File: config.mk
export PLATFORM = sky130hd
export DESIGN_NAME = clock_reset_sequencer_flat
export DESIGN_NICKNAME = d
export VERILOG_FILES = /design/src/rtl/clock_reset_sequencer_pkg.sv /design/src/rtl/clock_reset_sequencer_if.sv /design/src/rtl/clock_reset_sequencer_sync.sv /design/src/rtl/clock_reset_sequencer.sv /design/src/flat_wrapper.sv
export SDC_FILE = /design/constraint.sdc
export NUM_CORES = 1
export LEC_CHECK = 0
export ABC_AREA = 1
export BUFFER_PORTS_ARGS = -buffer_cell sky130_fd_sc_hd__buf_2
export CORE_AREA = 5 5 72 74
export DETAILED_ROUTE_END_ITERATION = 7
export DIE_AREA = 0 0 77 79
export GPL_TIMING_DRIVEN = 0
export PLACE_DENSITY = 0.69
export SYNTH_ARGS = -nofsm -noshare
export SYNTH_HDL_FRONTEND = slang
export SYNTH_SLANG_ARGS = --single-unit
File: constraint.sdc
create_clock -name clk_33 -period 1.28 [get_ports clk_33]
set_input_delay 0.064 -clock clk_33 [delete_from_list [all_inputs] [get_ports clk_33]]
set_output_delay 0.064 -clock clk_33 [all_outputs]
set_load 0.01 [all_outputs]
File: src/rtl/clock_reset_sequencer_pkg.sv
// Shared types and widths for the clock/reset sequencer: FSM state encoding,
// retry/loss counter widths and the saturating loss-counter increment.
package clk_seq_pkg;

    typedef enum logic [2:0] {
        ST_RESET_PULSE = 3'd0,
        ST_WAIT_LOCK   = 3'd1,
        ST_STABLE_WAIT = 3'd2,
        ST_RUN         = 3'd3,
        ST_FAILED      = 3'd4
    } seq_state_e;

    localparam int RETRY_W = 3;
    localparam int LOSS_W  = 8;

    localparam logic [LOSS_W-1:0] LOSS_MAX = 8'hFF;

    function automatic logic [LOSS_W-1:0] sat_inc_loss(input logic [LOSS_W-1:0] value);
        logic [LOSS_W-1:0] result;
        if (value == LOSS_MAX) begin
            result = value;
        end else begin
            result = value + 8'd1;
        end
        return result;
    endfunction

endpackage

File: src/rtl/clock_reset_sequencer_if.sv
// Status/control bundle between the sequencer (master) and the clock
// controller plus downstream logic (slave).
interface clock_reset_sequencer_if;
    import clk_seq_pkg::*;

    logic                locked_in;
    logic                clk_rst;
    logic                sys_rst;
    logic                ready;
    logic                fail;
    logic [RETRY_W-1:0]  retry_count;
    logic [LOSS_W-1:0]   loss_count;

    modport master (
        input  locked_in,
        output clk_rst, sys_rst, ready, fail, retry_count, loss_count
    );

    modport slave (
        output locked_in,
        input  clk_rst, sys_rst, ready, fail, retry_count, loss_count
    );

endinterface

File: src/rtl/clock_reset_sequencer_sync.sv
// Two-flop synchronizer bringing the asynchronous lock status into clk_33.
module sync_2ff (
    input  logic clk_33,
    input  logic rst,
    input  logic d,
    output logic q
);

    logic meta_r;
    logic q_r;

    // Two-stage capture; both stages cleared by reset
    always_ff @(posedge clk_33) begin
        if (rst) begin
            meta_r <= 1'b0;
            q_r    <= 1'b0;
        end else begin
            meta_r <= d;
            q_r    <= meta_r;
        end
    end

    assign q = q_r;

endmodule

File: src/rtl/clock_reset_sequencer.sv
// Power-up sequencer: pulses the PLL/DCM reset, waits for a stable lock, then
// releases the system reset. Optional lock-loss counter: CLK_SEQ_LOSS_COUNT_EN.
module clock_reset_sequencer
    import clk_seq_pkg::*;
#(
    parameter int RST_PULSE_CYCLES    = 16,
    parameter int LOCK_TIMEOUT_CYCLES = 65536,
    parameter int LOCK_STABLE_CYCLES  = 1024,
    parameter int MAX_RETRIES         = 7
) (
    input  logic                      clk_33,
    input  logic                      rst,
    clock_reset_sequencer_if.master   seq
);

    localparam int PULSE_W = $clog2(RST_PULSE_CYCLES);
    localparam int TMO_W   = $clog2(LOCK_TIMEOUT_CYCLES);
    localparam int STAB_W  = $clog2(LOCK_STABLE_CYCLES);

    localparam logic [PULSE_W-1:0] PULSE_LAST  = PULSE_W'(RST_PULSE_CYCLES - 1);
    localparam logic [TMO_W-1:0]   TMO_LAST    = TMO_W'(LOCK_TIMEOUT_CYCLES - 1);
    localparam logic [STAB_W-1:0]  STAB_LAST   = STAB_W'(LOCK_STABLE_CYCLES - 1);
    localparam logic [RETRY_W-1:0] RETRY_LIMIT = RETRY_W'(MAX_RETRIES);

    seq_state_e          state_r;
    logic [PULSE_W-1:0]  pulse_cnt_r;
    logic [TMO_W-1:0]    tmo_cnt_r;
    logic [STAB_W-1:0]   stab_cnt_r;
    logic [RETRY_W-1:0]  retry_cnt_r;
    logic [RETRY_W-1:0]  retry_next_s;
    logic                clk_rst_r;
    logic                sys_rst_r;
    logic                ready_r;
    logic                fail_r;
    logic                locked_s;

    sync_2ff u_lock_sync (
        .clk_33 (clk_33),
        .rst    (rst),
        .d      (seq.locked_in),
        .q      (locked_s)
    );

    // Retry count after the attempt that is timing out now
    always_comb begin
        retry_next_s = retry_cnt_r + 3'd1;
    end

    // Sequencer FSM; each counter is only non-zero in its own state and is
    // cleared on exit, so every state is entered with all counters at zero
    always_ff @(posedge clk_33) begin
        if (rst) begin
            state_r     <= ST_RESET_PULSE;
            pulse_cnt_r <= PULSE_W'(1'b0);
            tmo_cnt_r   <= TMO_W'(1'b0);
            stab_cnt_r  <= STAB_W'(1'b0);
            retry_cnt_r <= 3'd0;
            clk_rst_r   <= 1'b1;
            sys_rst_r   <= 1'b1;
            ready_r     <= 1'b0;
            fail_r      <= 1'b0;
        end else begin
            case (state_r)
                ST_RESET_PULSE: begin
                    if (pulse_cnt_r == PULSE_LAST) begin
                        state_r     <= ST_WAIT_LOCK;
                        pulse_cnt_r <= PULSE_W'(1'b0);
                        clk_rst_r   <= 1'b0;
                    end else begin
                        pulse_cnt_r <= pulse_cnt_r + PULSE_W'(1'b1);
                    end
                end
                ST_WAIT_LOCK: begin
                    // A lock seen on the timeout cycle takes priority over the retry
                    if (locked_s) begin
                        state_r   <= ST_STABLE_WAIT;
                        tmo_cnt_r <= TMO_W'(1'b0);
                    end else if (tmo_cnt_r == TMO_LAST) begin
                        tmo_cnt_r   <= TMO_W'(1'b0);
                        retry_cnt_r <= retry_next_s;
                        clk_rst_r   <= 1'b1;
                        if (retry_next_s == RETRY_LIMIT) begin
                            state_r <= ST_FAILED;
                            fail_r  <= 1'b1;
                        end else begin
                            state_r <= ST_RESET_PULSE;
                        end
                    end else begin
                        tmo_cnt_r <= tmo_cnt_r + TMO_W'(1'b1);
                    end
                end
                ST_STABLE_WAIT: begin
                    if (!locked_s) begin
                        state_r    <= ST_WAIT_LOCK;
                        stab_cnt_r <= STAB_W'(1'b0);
                    end else if (stab_cnt_r == STAB_LAST) begin
                        state_r     <= ST_RUN;
                        stab_cnt_r  <= STAB_W'(1'b0);
                        retry_cnt_r <= 3'd0;
                        sys_rst_r   <= 1'b0;
                        ready_r     <= 1'b1;
                    end else begin
                        stab_cnt_r <= stab_cnt_r + STAB_W'(1'b1);
                    end
                end
                ST_RUN: begin
                    if (!locked_s) begin
                        state_r   <= ST_RESET_PULSE;
                        clk_rst_r <= 1'b1;
                        sys_rst_r <= 1'b1;
                        ready_r   <= 1'b0;
                    end else begin
                        state_r <= ST_RUN;
                    end
                end
                ST_FAILED: begin
                    state_r <= ST_FAILED;
                end
                default: begin
                    state_r     <= ST_RESET_PULSE;
                    pulse_cnt_r <= PULSE_W'(1'b0);
                    tmo_cnt_r   <= TMO_W'(1'b0);
                    stab_cnt_r  <= STAB_W'(1'b0);
                    clk_rst_r   <= 1'b1;
                    sys_rst_r   <= 1'b1;
                    ready_r     <= 1'b0;
                    fail_r      <= 1'b0;
                end
            endcase
        end
    end

`ifdef CLK_SEQ_LOSS_COUNT_EN
    logic [LOSS_W-1:0] loss_cnt_r;

    // One event per RUN -> RESET_PULSE exit, saturating; cleared only by rst
    always_ff @(posedge clk_33) begin
        if (rst) begin
            loss_cnt_r <= 8'd0;
        end else if ((state_r == ST_RUN) && !locked_s) begin
            loss_cnt_r <= sat_inc_loss(loss_cnt_r);
        end else begin
            loss_cnt_r <= loss_cnt_r;
        end
    end

    assign seq.loss_count = loss_cnt_r;
`else
    assign seq.loss_count = {LOSS_W{1'b0}};
`endif

    assign seq.clk_rst     = clk_rst_r;
    assign seq.sys_rst     = sys_rst_r;
    assign seq.ready       = ready_r;
    assign seq.fail        = fail_r;
    assign seq.retry_count = retry_cnt_r;

endmodule

File: src/flat_wrapper.sv
// flat-port wrapper written by rule: the top's interface ports become plain ports
module clock_reset_sequencer_flat import clk_seq_pkg::*;
#(
    parameter int RST_PULSE_CYCLES    = 16,
    parameter int LOCK_TIMEOUT_CYCLES = 65536,
    parameter int LOCK_STABLE_CYCLES  = 1024,
    parameter int MAX_RETRIES         = 7
)
  (clk_33, rst, seq_locked_in, seq_clk_rst, seq_sys_rst, seq_ready, seq_fail, seq_retry_count, seq_loss_count);
  clock_reset_sequencer_if seq_i ();
  input  logic clk_33;
  input  logic rst;
  input wire logic [$bits(seq_i.locked_in)-1:0] seq_locked_in;
  output wire logic [$bits(seq_i.clk_rst)-1:0] seq_clk_rst;
  output wire logic [$bits(seq_i.sys_rst)-1:0] seq_sys_rst;
  output wire logic [$bits(seq_i.ready)-1:0] seq_ready;
  output wire logic [$bits(seq_i.fail)-1:0] seq_fail;
  output wire logic [$bits(seq_i.retry_count)-1:0] seq_retry_count;
  output wire logic [$bits(seq_i.loss_count)-1:0] seq_loss_count;
  assign seq_i.locked_in = seq_locked_in;
  assign seq_clk_rst = seq_i.clk_rst;
  assign seq_sys_rst = seq_i.sys_rst;
  assign seq_ready = seq_i.ready;
  assign seq_fail = seq_i.fail;
  assign seq_retry_count = seq_i.retry_count;
  assign seq_loss_count = seq_i.loss_count;
  clock_reset_sequencer #(.RST_PULSE_CYCLES(RST_PULSE_CYCLES), .LOCK_TIMEOUT_CYCLES(LOCK_TIMEOUT_CYCLES), .LOCK_STABLE_CYCLES(LOCK_STABLE_CYCLES), .MAX_RETRIES(MAX_RETRIES)) u_core (.clk_33(clk_33), .rst(rst), .seq(seq_i));
endmodule
==> results of run 1 <==
[routing by layer]
metal  track usage, %  vias to the layer above  wire, µm
li1                 -                     1103         -
met1             21.1                      993      2420
met2             29.6                       47      2700
met3             4.54                       11       207
met4             5.67                        0       105
met5                0                        -         0
[worst max-delay path: cells and delay by family, from the launching register on]
kind / cells / cell delay, ps
AND/OR/NAND/NOR: 7 / 680
flip-flops: 1 / 400
buffers and inverters: 4 / 340
[kinds of logic (layout without fill, tap and decap cells)]
kind of cell / count (synthesis) / count (layout) / synth area share [%]
and+or+nand+nor: 184 / 184 / 37.4
buffers and inverters: 57 / 100 / 11.2
DFF: 42 / 42 / 37.3
AOI/OAI and AO/OA: 26 / 26 / 6.39
xor gates and xnor gates: 12 / 12 / 4.67
adders and majority gates: 5 / 5 / 2.78
other: 1 / 8 / 0.167
[flip-flops by register name, summed over array words and instances (netlist names)]
register / cells
u_core.pulse_cnt_r: 4
u_core.seq.clk_rst: 1
u_core.seq.fail: 1
u_core.seq.ready: 1
u_core.seq.retry_count: 3
u_core.seq.sys_rst: 1
u_core.stab_cnt_r: 10
u_core.state_r: 3
u_core.tmo_cnt_r: 16
u_core.u_lock_sync.meta_r: 1
u_core.u_lock_sync.q: 1
[per-stage QoR]
stage | setup TNS [ps] | total power, W
floorplan | -93.5 | 0.00143
global placement | -5360 | 0.00144
detailed placement | -6140 | 0.00145
CTS | -2050 | 0.00267
global route | -6410 | 0.00275
finish | -4060 | 0.00267
[synthesized netlist by cell type]
cell type | count | area, µm²
sky130_fd_sc_hd__buf_6 | 1 | 11.3
sky130_fd_sc_hd__a31oi_1 | 2 | 12.5
sky130_fd_sc_hd__nand2_2 | 4 | 25.0
sky130_fd_sc_hd__nand3_1 | 26 | 130
sky130_fd_sc_hd__or2_2 | 2 | 12.5
sky130_fd_sc_hd__buf_2 | 1 | 5.00
sky130_fd_sc_hd__clkbuf_1 | 2 | 7.51
sky130_fd_sc_hd__nand4_1 | 4 | 25.0
sky130_fd_sc_hd__nor3_2 | 1 | 10.0
sky130_fd_sc_hd__nor3_1 | 8 | 40.0
sky130_fd_sc_hd__nand3b_1 | 1 | 7.51
sky130_fd_sc_hd__or2_1 | 1 | 6.26
sky130_fd_sc_hd__inv_2 | 4 | 15.0
sky130_fd_sc_hd__and2_1 | 1 | 6.26
sky130_fd_sc_hd__xor2_1 | 5 | 43.8
sky130_fd_sc_hd__clkinv_1 | 1 | 3.75
sky130_fd_sc_hd__buf_4 | 8 | 60.1
sky130_fd_sc_hd__nor2_1 | 54 | 203
sky130_fd_sc_hd__nand2_4 | 1 | 11.3
sky130_fd_sc_hd__o21ai_0 | 10 | 50.1
sky130_fd_sc_hd__conb_1 | 1 | 3.75
sky130_fd_sc_hd__a21oi_2 | 1 | 8.76
sky130_fd_sc_hd__nor2_4 | 5 | 56.3
sky130_fd_sc_hd__o21ai_2 | 1 | 8.76
sky130_fd_sc_hd__nor2_2 | 4 | 25.0
sky130_fd_sc_hd__nor3_4 | 1 | 16.3
sky130_fd_sc_hd__ha_1 | 5 | 62.6
sky130_fd_sc_hd__inv_1 | 40 | 150
sky130_fd_sc_hd__a2bb2oi_1 | 1 | 8.76
sky130_fd_sc_hd__nand2_1 | 70 | 263
sky130_fd_sc_hd__xnor2_1 | 7 | 61.3
sky130_fd_sc_hd__a21oi_1 | 11 | 55.1
sky130_fd_sc_hd__dfxtp_1 | 42 | 841
sky130_fd_sc_hd__nor4_1 | 1 | 6.26
[power by group through the flow]
| stage | clock network, W | registers, W | logic [W] |
|---|---|---|---|
| floorplan | 0 | 0.00135 | 0.0000775 |
| global placement | 0 | 0.00135 | 0.0000910 |
| detailed placement | 0 | 0.00135 | 0.0000923 |
| CTS | 0.00124 | 0.00132 | 0.000103 |
| global route | 0.00130 | 0.00132 | 0.000134 |
| finish | 0.00123 | 0.00132 | 0.000120 |
[how the worst max path moves through the flow]
stage	start	endpoint	slack (ps)	cells past startpoint
6_report	u_core.state_r[0]$_SDFFE_PP0P_	u_core.tmo_cnt_r[9]$_SDFFE_PP0N_	-190	11
5_1_grt	u_core.state_r[0]$_SDFFE_PP0P_	u_core.tmo_cnt_r[9]$_SDFFE_PP0N_	-250	11
4_1_cts	u_core.state_r[2]$_SDFFE_PP0P_	u_core.tmo_cnt_r[9]$_SDFFE_PP0N_	-120	11
3_5_place_dp	u_core.tmo_cnt_r[7]$_SDFFE_PP0N_	u_core.seq.retry_count[2]$_SDFFE_PP0P_	-260	10
3_3_place_gp	u_core.tmo_cnt_r[7]$_SDFFE_PP0N_	u_core.tmo_cnt_r[10]$_SDFFE_PP0N_	-220	10
2_1_floorplan	u_core.state_r[0]$_SDFFE_PP0P_	u_core.tmo_cnt_r[10]$_SDFFE_PP0N_	-20	11
[layout make-up]
cell class                 count  area [µm²]  area share (%)
multi-input combinational    235        1470            47.5
tap                           54        67.6            2.18
inverter                      45         183            5.89
sequential                    42         872            28.1
clock inverter                 1        30.0           0.969
clock buffer                   7         108            3.47
timing repair buffer          36         288            9.29
buffer                        11        78.8            2.54
[timing repair]
| action | 4_1_cts | 5_1_grt |
|---|---|---|
| buffers inserted | 18 | 8 |
| pin swaps | 20 | 16 |
| endpoints found under the hold margin | 1 | 0 |
| resized for setup | 40 | 61 |
| hold buffers | 1 | 0 |
| gates cloned | 1 | 0 |
| setup endpoints to repair | 35 | 39 |
==> results.json, run 1 <==
{
  "maxSlewHeadroom_pct": 63.5,
  "regToRegSetupSlack_ps": -190,
  "post-route-util_pct": 68.3,
  "synthCells": 327,
  "worst_setup_hold_path_clk_slew_ps": 80,
  "dr.first_iter.drc_count": 150,
  "startpoint_type": "register",
  "r2r_end": "u_core.tmo_cnt_r[9]$_SDFFE_PP0N_",
  "setup_slack_ps": -188,
  "post-route-drc-count": 0,
  "clock_latency_ps": 300,
  "report.final.hold_viol_count": 0,
  "holdCritPathClass": "in -> reg",
  "switching_power_w": 0.000554,
  "tritoncts": "done",
  "detail-route-antenna-nets": 0,
  "worst_hold_stages": 2,
  "cts_htree_levels": 2,
  "power.internal_w": 0.00211,
  "maximum_number_of_pins_on_one_net_before_global_route_repair": 14,
  "vias": 2154,
  "drive_gt1_share_pct": 41.4,
  "io_buffer_count": 8,
  "max_clock_freq_mhz": 681,
  "final_cell_area_um2": 3100,
  "path_max_fanout": 8,
  "yosys_warn_count": 0,
  "layout.cells.most_common_list": "sky130_fd_sc_hd__nand2_1, sky130_fd_sc_hd__inv_1, sky130_fd_sc_hd__nor2_1",
  "crit_end_element": "register",
  "crit_required_ps": 1520,
  "worst_margin_slew_ps": 547,
  "synthesis.area_per_instance_um2": 6.89,
  "drt-vias-per-instance": 5.00,
  "p_leak_nw": 1.32,
  "share_seq_of_total_power_pct": 49.3,
  "ir_worst_vdd_mv": 0.495,
  "core_region_area_um2": 4540,
  "clockBufferDepth": 2,
  "min_to": "u_core.u_lock_sync.q$_SDFF_PP0_",
  "start_util_pct": 49.7,
  "drt-total-wl_um": 5430,
  "dpl.cell_count": 396,
  "power.share.clock_pct": 46.2,
  "slowest_stage": "sky130_fd_sc_hd__dfxtp_4",
  "rr_worst_depth": 11,
  "crit_chain": "inv_4 -> nor2_4 -> inv_2 -> nor2_4 -> nand2_2 -> clkinv_2 -> nand2_2 -> nand2_2 -> nand2_4 -> buf_6 -> nor2_2",
  "wl_per_cell_um": 12.6,
  "grt_setup_unrepaired": "yes",
  "area_delta_synth_final_pct": 37.6,
  "dieArea_um2": 6080,
  "chipWidth_um": 77,
  "crit-reg2reg-launch": "u_core.state_r[0]$_SDFFE_PP0P_",
  "cts.root.buffer_cell": "sky130_fd_sc_hd__clkbuf_8",
  "slowest_delay_ps": 400,
  "grt_pass1_vias": 1985,
  "netlist_area_um2": 2250,
  "ys_seq_area_share_pct": 37.3,
  "place_area_um2": 2440,
  "postSynthRegisterBits": 42,
  "grt_antenna_before_repair": 0,
  "failing_checks": "setup timing",
  "minimum_clock_period_after_layout_ps": 1470,
  "worstHoldStart": "rst",
  "grt_first_pass_wirelength_um": 8640,
  "critical_path.most_common_cell": "sky130_fd_sc_hd__nand2_2",
  "track_usage_pct": 17.3,
  "filler_cell_count": 342,
  "cts_num_sinks": 42,
  "outcome": "finished, violations left",
  "preCtsSetupSlack_ps": -256,
  "clock-skew-final_ps": 5.36,
  "layout_worst_path_cycle_share_pct": 115,
  "antenna-diode-count": 0,
  "cellPowerDensity_nw_per_um2": 861,
  "globalRoute.totalOverflow": 0,
  "final-setup-viol-count": 34,
  "critPathArrivalTime_ps": 1710,
  "swShare_pct": 20.8,
  "drt_pass1_iterations": 4,
  "timing.max_cap.violations": 0,
  "dp_hpwl_um": 3190,
  "synth_cell_type_count": 34,
  "power.combinational.fraction_pct": 4.5,
  "worstSetupPathType": "reg -> reg",
  "place_congestion": 0.859,
  "io_pins": 18,
  "nNetsFinal": 384,
  "fin_hold_ws_ps": 186,
  "core.rowCount": 25,
  "numCtsBuffers": 5,
  "maxSlewViolCount": 0,
  "mostFrequentLayoutCell": "sky130_fd_sc_hd__nand2_1",
  "dieHeight_um": 79,
  "final-instance-count-excl-fill": 431
}
No activity file was read; power rests on OpenSTA's default activity.
==> run 2, diff against run 1 <==
--- a/config.mk
+++ b/config.mk
@@ -5,7 +5,6 @@
 export SDC_FILE = /design/constraint.sdc
 export NUM_CORES = 1
 export LEC_CHECK = 0
-export ABC_AREA = 1
 export BUFFER_PORTS_ARGS = -buffer_cell sky130_fd_sc_hd__buf_2
 export CORE_AREA = 5 5 72 74
 export DETAILED_ROUTE_END_ITERATION = 7
==> results.json, run 2 <==
{
  "outcome": "finished, violations left",
  "failing_checks": "setup timing",
  "chipWidth_um": 77,
  "drt-total-wl_um": 6150,
  "final-setup-viol-count": 37,
  "drt-vias-per-instance": 5.79,
  "detail-route-antenna-nets": 0,
  "synthCells": 265,
  "max_clock_freq_mhz": 534,
  "cellPowerDensity_nw_per_um2": 833,
  "timing.max_cap.violations": 0,
  "antenna-diode-count": 0,
  "power.share.clock_pct": 38.7,
  "globalRoute.totalOverflow": 0,
  "met1_usage_pct": 23.2,
  "worstSetupPathType": "reg -> reg",
  "cts_htree_levels": 2,
  "power.combinational.fraction_pct": 11.9,
  "tritoncts": "done",
  "p_leak_nw": 1.14,
  "share_seq_of_total_power_pct": 49.4,
  "core_region_area_um2": 4540,
  "io_buffer_count": 9,
  "cpLargestDelayFamily": "simple AND/OR/NAND/NOR gates",
  "setup_slack_ps": -594,
  "maxSlewHeadroom_pct": 34.5,
  "gr-usage-met3_pct": 3.97,
  "core.rowCount": 25,
  "slowest_stage": "sky130_fd_sc_hd__or4_4",
  "startpoint_type": "register",
  "largest-register": "u_core.tmo_cnt_r",
  "worst_margin_slew_ps": 983,
  "dieHeight_um": 79,
  "switching_power_w": 0.000698,
  "synthesis.area_per_instance_um2": 8.52,
  "cts.root.buffer_cell": "sky130_fd_sc_hd__clkbuf_8",
  "place_congestion": 0.851,
  "netlist_area_um2": 2260,
  "crit_chain": "nand4_1 -> buf_4 -> or4_4 -> or4_4 -> a211oi_2",
  "synth_most_common_cell": "sky130_fd_sc_hd__dfxtp_1",
  "mostFrequentLayoutCell": "sky130_fd_sc_hd__buf_4",
  "layout_worst_path_cycle_share_pct": 146,
  "setup-tns-final_ps": -14580,
  "drt_pass1_iterations": 4,
  "preCtsSetupSlack_ps": -710,
  "swShare_pct": 25.4,
  "worst_setup_hold_path_clk_slew_ps": 80,
  "dominantRegCellSynth": "sky130_fd_sc_hd__dfxtp_1",
  "postSynthRegisterBits": 42,
  "slowest_delay_ps": 500,
  "start_util_pct": 49.8,
  "yosys_warn_count": 0,
  "post-route-drc-count": 0,
  "area_delta_synth_final_pct": 46.0,
  "grt_pass1_vias": 2113,
  "cts_num_sinks": 42,
  "grt_setup_unrepaired": "yes",
  "largest_regs": "u_core.tmo_cnt_r: 16 flops, u_core.stab_cnt_r: 10 flops, u_core.pulse_cnt_r: 4 flops",
  "clock_latency_ps": 300,
  "layout.cells.most_common_list": "sky130_fd_sc_hd__buf_4, sky130_fd_sc_hd__dfxtp_1, sky130_fd_sc_hd__buf_6",
  "path_max_fanout": 3,
  "ir_worst_vdd_mv": 0.482,
  "dieArea_um2": 6080,
  "synth.area.top_cells": "sky130_fd_sc_hd__dfxtp_1, sky130_fd_sc_hd__nor3_1, sky130_fd_sc_hd__nand3_1",
  "grt_first_pass_wirelength_um": 9830,
  "critical_path.most_common_cell": "sky130_fd_sc_hd__or4_4",
  "power.internal_w": 0.00205,
  "track_usage_pct": 19.8,
  "clockBufferDepth": 2,
  "ys_seq_area_share_pct": 37.3,
  "nNetsFinal": 334,
  "grt_most_used_layer": "met2",
  "maxSlewViolCount": 0,
  "io_pins": 18,
  "postSynth.asyncResetShare_pct": 0,
  "critPathArrivalTime_ps": 2100,
  "clock-skew-final_ps": 6.87,
  "grt_util_met2_pct": 34.3,
  "crit_required_ps": 1500,
  "vias": 2206,
  "wl_per_cell_um": 16.1,
  "minimum_clock_period_after_layout_ps": 1870,
  "synth_enable_flop_cells": 0,
  "synth_cell_type_count": 47,
  "synth.top_cells.by_count": "sky130_fd_sc_hd__dfxtp_1, sky130_fd_sc_hd__nor3_1, sky130_fd_sc_hd__nand2_1, sky130_fd_sc_hd__nand3_1, sky130_fd_sc_hd__o21ai_0",
  "synth_top_area_cell": "sky130_fd_sc_hd__dfxtp_1",
  "maximum_number_of_pins_on_one_net_before_global_route_repair": 14,
  "report.final.hold_viol_count": 0,
  "crit_end_element": "register",
  "numCtsBuffers": 5,
  "max_ffs_per_register": 16,
  "place_area_um2": 2520,
  "synth.top_cell.area_share_pct": 37.3,
  "final_cell_area_um2": 3290,
  "grt_antenna_before_repair": 0,
  "dp_hpwl_um": 3630,
  "dr.first_iter.drc_count": 117,
  "drive_gt1_share_pct": 45.6,
  "holdCritPathClass": "in -> reg",
  "critical_path.n_buffers_inverters": 1
}
## run 2: changes by cell type after synthesis, sizes merged, moves of 7 or more
cell	previous run	this run
inv	44	6
nor3	10	26
nand3	26	15
nor2	63	9
nand2	75	16
or4	0	7
## run 2: logic make-up (layout without fill, tap and decap cells)
logic type | count (synthesis) | count (layout) | synth area share [%]
XOR/XNOR | 11 | 11 | 4.27
other | 1 | 8 | 0.166
AND/OR/NAND/NOR | 120 | 120 | 30.2
AO/OA/AOI/OAI | 51 | 51 | 14.9
flip-flops | 42 | 42 | 37.3
adder cells (fa/ha/maj) | 5 | 5 | 2.77
buffers and inverters | 26 | 81 | 6.15
multiplexers | 9 | 9 | 4.38
## run 2: layout make-up
type                    instances  area (µm²)
clock buffers                   5        68.8
well taps                      54        67.6
repair buffers                 51         423
clock inverters                 3        40.0
flip-flops and latches         42         877
inverters                       6        22.5
plain buffers                  16         123
fillers                       334        1240
multi-input cells             204        1670
## run 2: routing by layer
metal / share of wire, % / wire length, µm
met1: 42 / 2560
met2: 54 / 3310
met3: 2.9 / 176
met4: 1.6 / 98
met5: 0 / 0
## run 2: path summary, 6_finish.rpt
check	from	to	slack, ps	cells after the start
setup / recovery	u_core.tmo_cnt_r[4]$_SDFFE_PP0N_	u_core.tmo_cnt_r[14]$_SDFFE_PP0N_	-590	5
hold / removal	rst	u_core.seq.ready$_SDFFE_PP0P_	160	4
hold reg to reg	u_core.seq.ready$_SDFFE_PP0P_	u_core.seq.ready$_SDFFE_PP0P_	450	2
setup reg to reg	u_core.tmo_cnt_r[4]$_SDFFE_PP0N_	u_core.tmo_cnt_r[14]$_SDFFE_PP0N_	-590	5
## run 2: timing repair
item | in CTS | in global routing
pin swaps | 14 | 24
endpoints found under the hold margin | 1 | 0
gates cloned | 1 | 0
gates resized for setup | 39 | 65
hold buffers | 1 | 0
buffers inserted | 23 | 18
setup endpoints to repair | 39 | 39
## run 2: power by group through the flow
| stage | clock network [W] | logic [W] | registers (W) |
|---|---|---|---|
| 3_3_place_gp | 0 | 0.000252 | 0.00138 |
| 3_5_place_dp | 0 | 0.000255 | 0.00138 |
| 2_1_floorplan | 0 | 0.000209 | 0.00138 |
| 4_1_cts | 0.00107 | 0.000327 | 0.00134 |
| 6_report | 0.00106 | 0.000326 | 0.00135 |
| 5_1_grt | 0.00113 | 0.000350 | 0.00136 |
## run 2: tightest hold or removal path, stage by stage
cell                      delay (ps)
sky130_fd_sc_hd__buf_2           120
sky130_fd_sc_hd__a21oi_1          70
sky130_fd_sc_hd__nand2_1         110
sky130_fd_sc_hd__a21oi_1          50
## run 2: stage by stage
| stage | total power, W | hold WS (ps) | std cells | utilization [%] |
|---|---|---|---|---|
| CTS | 0.00274 | 150 | 367 | 65.4 |
| floorplan | 0.00158 | 192 | 272 | - |
| global route | 0.00284 | 187 | 381 | 72.6 |
| finish | 0.00274 | 159 | 381 | 72.6 |
| global placement | 0.00163 | 288 | 335 | 55.5 |
| detailed placement | 0.00163 | 290 | 335 | 55.5 |
==> run 3, diff against run 2 <==
==> constraint.sdc (replaced) <==
create_clock -name clk_33 -period 1.6 [get_ports clk_33]
set_input_delay 0.08 -clock clk_33 [delete_from_list [all_inputs] [get_ports clk_33]]
set_output_delay 0.08 -clock clk_33 [all_outputs]
set_load 0.01 [all_outputs]
==> results.json, run 3 (synthesis results as in run 2) <==
{
  "p_leak_nw": 1.05,
  "globalRoute.totalOverflow": 0,
  "io_pins": 18,
  "critPathCapture": "u_core.tmo_cnt_r[12]$_SDFFE_PP0N_",
  "cts.root.buffer_cell": "sky130_fd_sc_hd__clkbuf_8",
  "minimum_clock_period_after_layout_ps": 1870,
  "crit_required_ps": 1780,
  "detail-route-antenna-nets": 0,
  "timing.max_cap.violations": 0,
  "cts_htree_levels": 2,
  "start_util_pct": 49.8,
  "worst_margin_slew_ps": 730,
  "filler_cell_count": 385,
  "maxSlewViolCount": 0,
  "track_usage_pct": 18.8,
  "layout.area.seq_um2": 861,
  "regToRegSetupSlack_ps": -270,
  "drt-vias-per-instance": 5.75,
  "drive_gt1_share_pct": 36.2,
  "holdCritPathClass": "in -> reg",
  "vias": 2086,
  "chipWidth_um": 77,
  "maximum_number_of_pins_on_one_net_before_global_route_repair": 12,
  "layout_worst_path_cycle_share_pct": 117,
  "grt_setup_unrepaired": "yes",
  "rr_worst_depth": 8,
  "antenna-diode-count": 0,
  "post-route-drc-count": 0,
  "nNetsFinal": 317,
  "preCtsSetupSlack_ps": -405,
  "mostFrequentLayoutCell": "sky130_fd_sc_hd__dfxtp_1",
  "layout.cells.most_common_list": "sky130_fd_sc_hd__dfxtp_1, sky130_fd_sc_hd__buf_4, sky130_fd_sc_hd__nand2_1",
  "design_power_total_w": 0.00200,
  "startpoint_type": "register",
  "numCtsBuffers": 5,
  "failing_checks": "setup timing",
  "grt_pass1_vias": 2011,
  "drt_pass1_iterations": 5,
  "r2r_end": "u_core.tmo_cnt_r[12]$_SDFFE_PP0N_",
  "critPathArrivalTime_ps": 2050,
  "final-setup-viol-count": 25,
  "drt-total-wl_um": 5750,
  "report.final.hold_viol_count": 0,
  "path_max_fanout": 6,
  "dp_hpwl_um": 3510,
  "worst_setup_hold_path_clk_slew_ps": 70,
  "largest-register": "u_core.tmo_cnt_r",
  "place_area_um2": 2460,
  "max_ffs_per_register": 16,
  "final_cell_area_um2": 3020,
  "place_congestion": 0.879,
  "clockBufferDepth": 2,
  "crit_end_element": "register",
  "first_element_of_the_critical_path": "u_core.tmo_cnt_r[1]$_SDFFE_PP0N_",
  "clock-skew-final_ps": 6.58,
  "grt_antenna_before_repair": 0,
  "largest_regs": "u_core.tmo_cnt_r: 16 flops, u_core.stab_cnt_r: 10 flops, u_core.pulse_cnt_r: 4 flops",
  "dieHeight_um": 79,
  "setup_slack_ps": -270,
  "maxSlewHeadroom_pct": 51.3,
  "outcome": "finished, violations left",
  "core_region_area_um2": 4540,
  "wl_per_cell_um": 15.8,
  "cellPowerDensity_nw_per_um2": 663,
  "core.rowCount": 25,
  "cts_num_sinks": 42,
  "worstSetupPathType": "reg -> reg",
  "ir_worst_vdd_mv": 0.351,
  "dr.first_iter.drc_count": 190,
  "grt_first_pass_wirelength_um": 9160,
  "dieArea_um2": 6080,
  "multiInputGateArea_um2": 1590,
  "area_delta_synth_final_pct": 33.8,
  "tritoncts": "done",
  "io_buffer_count": 9,
  "max_clock_freq_mhz": 535,
  "clock_latency_ps": 300,
  "crit-reg2reg-launch": "u_core.tmo_cnt_r[1]$_SDFFE_PP0N_"
}
==> run 3: changes by cell type in the layout (fill, tap and decap cells not counted), moves of 4 or more <==
cell and change:
sky130_fd_sc_hd__buf_4 -10, sky130_fd_sc_hd__buf_6 -10, sky130_fd_sc_hd__dfxtp_4 -5, sky130_fd_sc_hd__nand3_2 -4, sky130_fd_sc_hd__o21ai_0 +4
==> run 3: layout make-up <==
type                       instances  share of cell area (%)
clock buffer                       7                    2.53
buffer                            17                    3.65
timing repair buffer              33                    9.70
inverter                           6                   0.746
multi-input combinational        204                    52.6
sequential                        42                    28.5
tap                               54                    2.24
==> run 3: report_power, final <==
| group | internal, W | switching [W] | leakage [nW] | total (W) |
|---|---|---|---|---|
| Sequential | 0.00106 | 0.0000202 | 0.346 | 0.00108 |
| Clock | 0.000301 | 0.000356 | 0.0383 | 0.000657 |
| Combinational | 0.000120 | 0.000141 | 0.666 | 0.000261 |
| Total | 0.00148 | 0.000517 | 1.05 | 0.00200 |
==> run 3: per-stage QoR <==
stage	std cells	TNS [ps]	hold slack, ps	util [%]
2_1_floorplan	272	-1760	208	-
3_3_place_gp	335	-8070	320	54.3
3_5_place_dp	335	-8220	299	54.3
4_1_cts	354	-4400	5.88	60.6
5_1_grt	363	-6820	16.4	66.6
6_report	363	-4960	4.24	66.6
==> run 3: routing by layer <==
layer / wire, µm / share of wire, % / GRT usage (%) / vias up
li1: - / - / - / 1051
met4: 161 / 2.8 / 7.73 / 0
met2: 2980 / 52 / 33.2 / 52
met1: 2380 / 41 / 21.7 / 967
met3: 232 / 4.0 / 4.76 / 16
met5: 0 / 0 / 0 / -
==> run 3: worst min-delay path by stage <==
stage,cells after the start,end,from
after global routing,2,u_core.u_lock_sync.meta_r$_SDFF_PP0_,seq_locked_in
after detailed placement,2,u_core.u_lock_sync.meta_r$_SDFF_PP0_,seq_locked_in
after floorplan,1,u_core.u_lock_sync.meta_r$_SDFF_PP0_,seq_locked_in
final,2,u_core.u_lock_sync.meta_r$_SDFF_PP0_,seq_locked_in
after global placement,2,u_core.u_lock_sync.meta_r$_SDFF_PP0_,seq_locked_in
after CTS,2,u_core.u_lock_sync.meta_r$_SDFF_PP0_,seq_locked_in
==> run 3: repair_timing <==
action,CTS,global route
cloned,1,0
hold buffers,0,0
gates resized for setup,28,42
pin swaps,11,12
buffers inserted,13,10
setup endpoints to repair,35,31
==> run 3: critical path: stages (launching register included) <==
cell and delay [ps]:
sky130_fd_sc_hd__dfxtp_2 350, sky130_fd_sc_hd__ha_4 160, sky130_fd_sc_hd__buf_6 100, sky130_fd_sc_hd__nand4_1 160, sky130_fd_sc_hd__or4_4 490, sky130_fd_sc_hd__a21oi_4 170
sky130_fd_sc_hd__buf_6 140, sky130_fd_sc_hd__buf_6 130, sky130_fd_sc_hd__a211oi_1 50
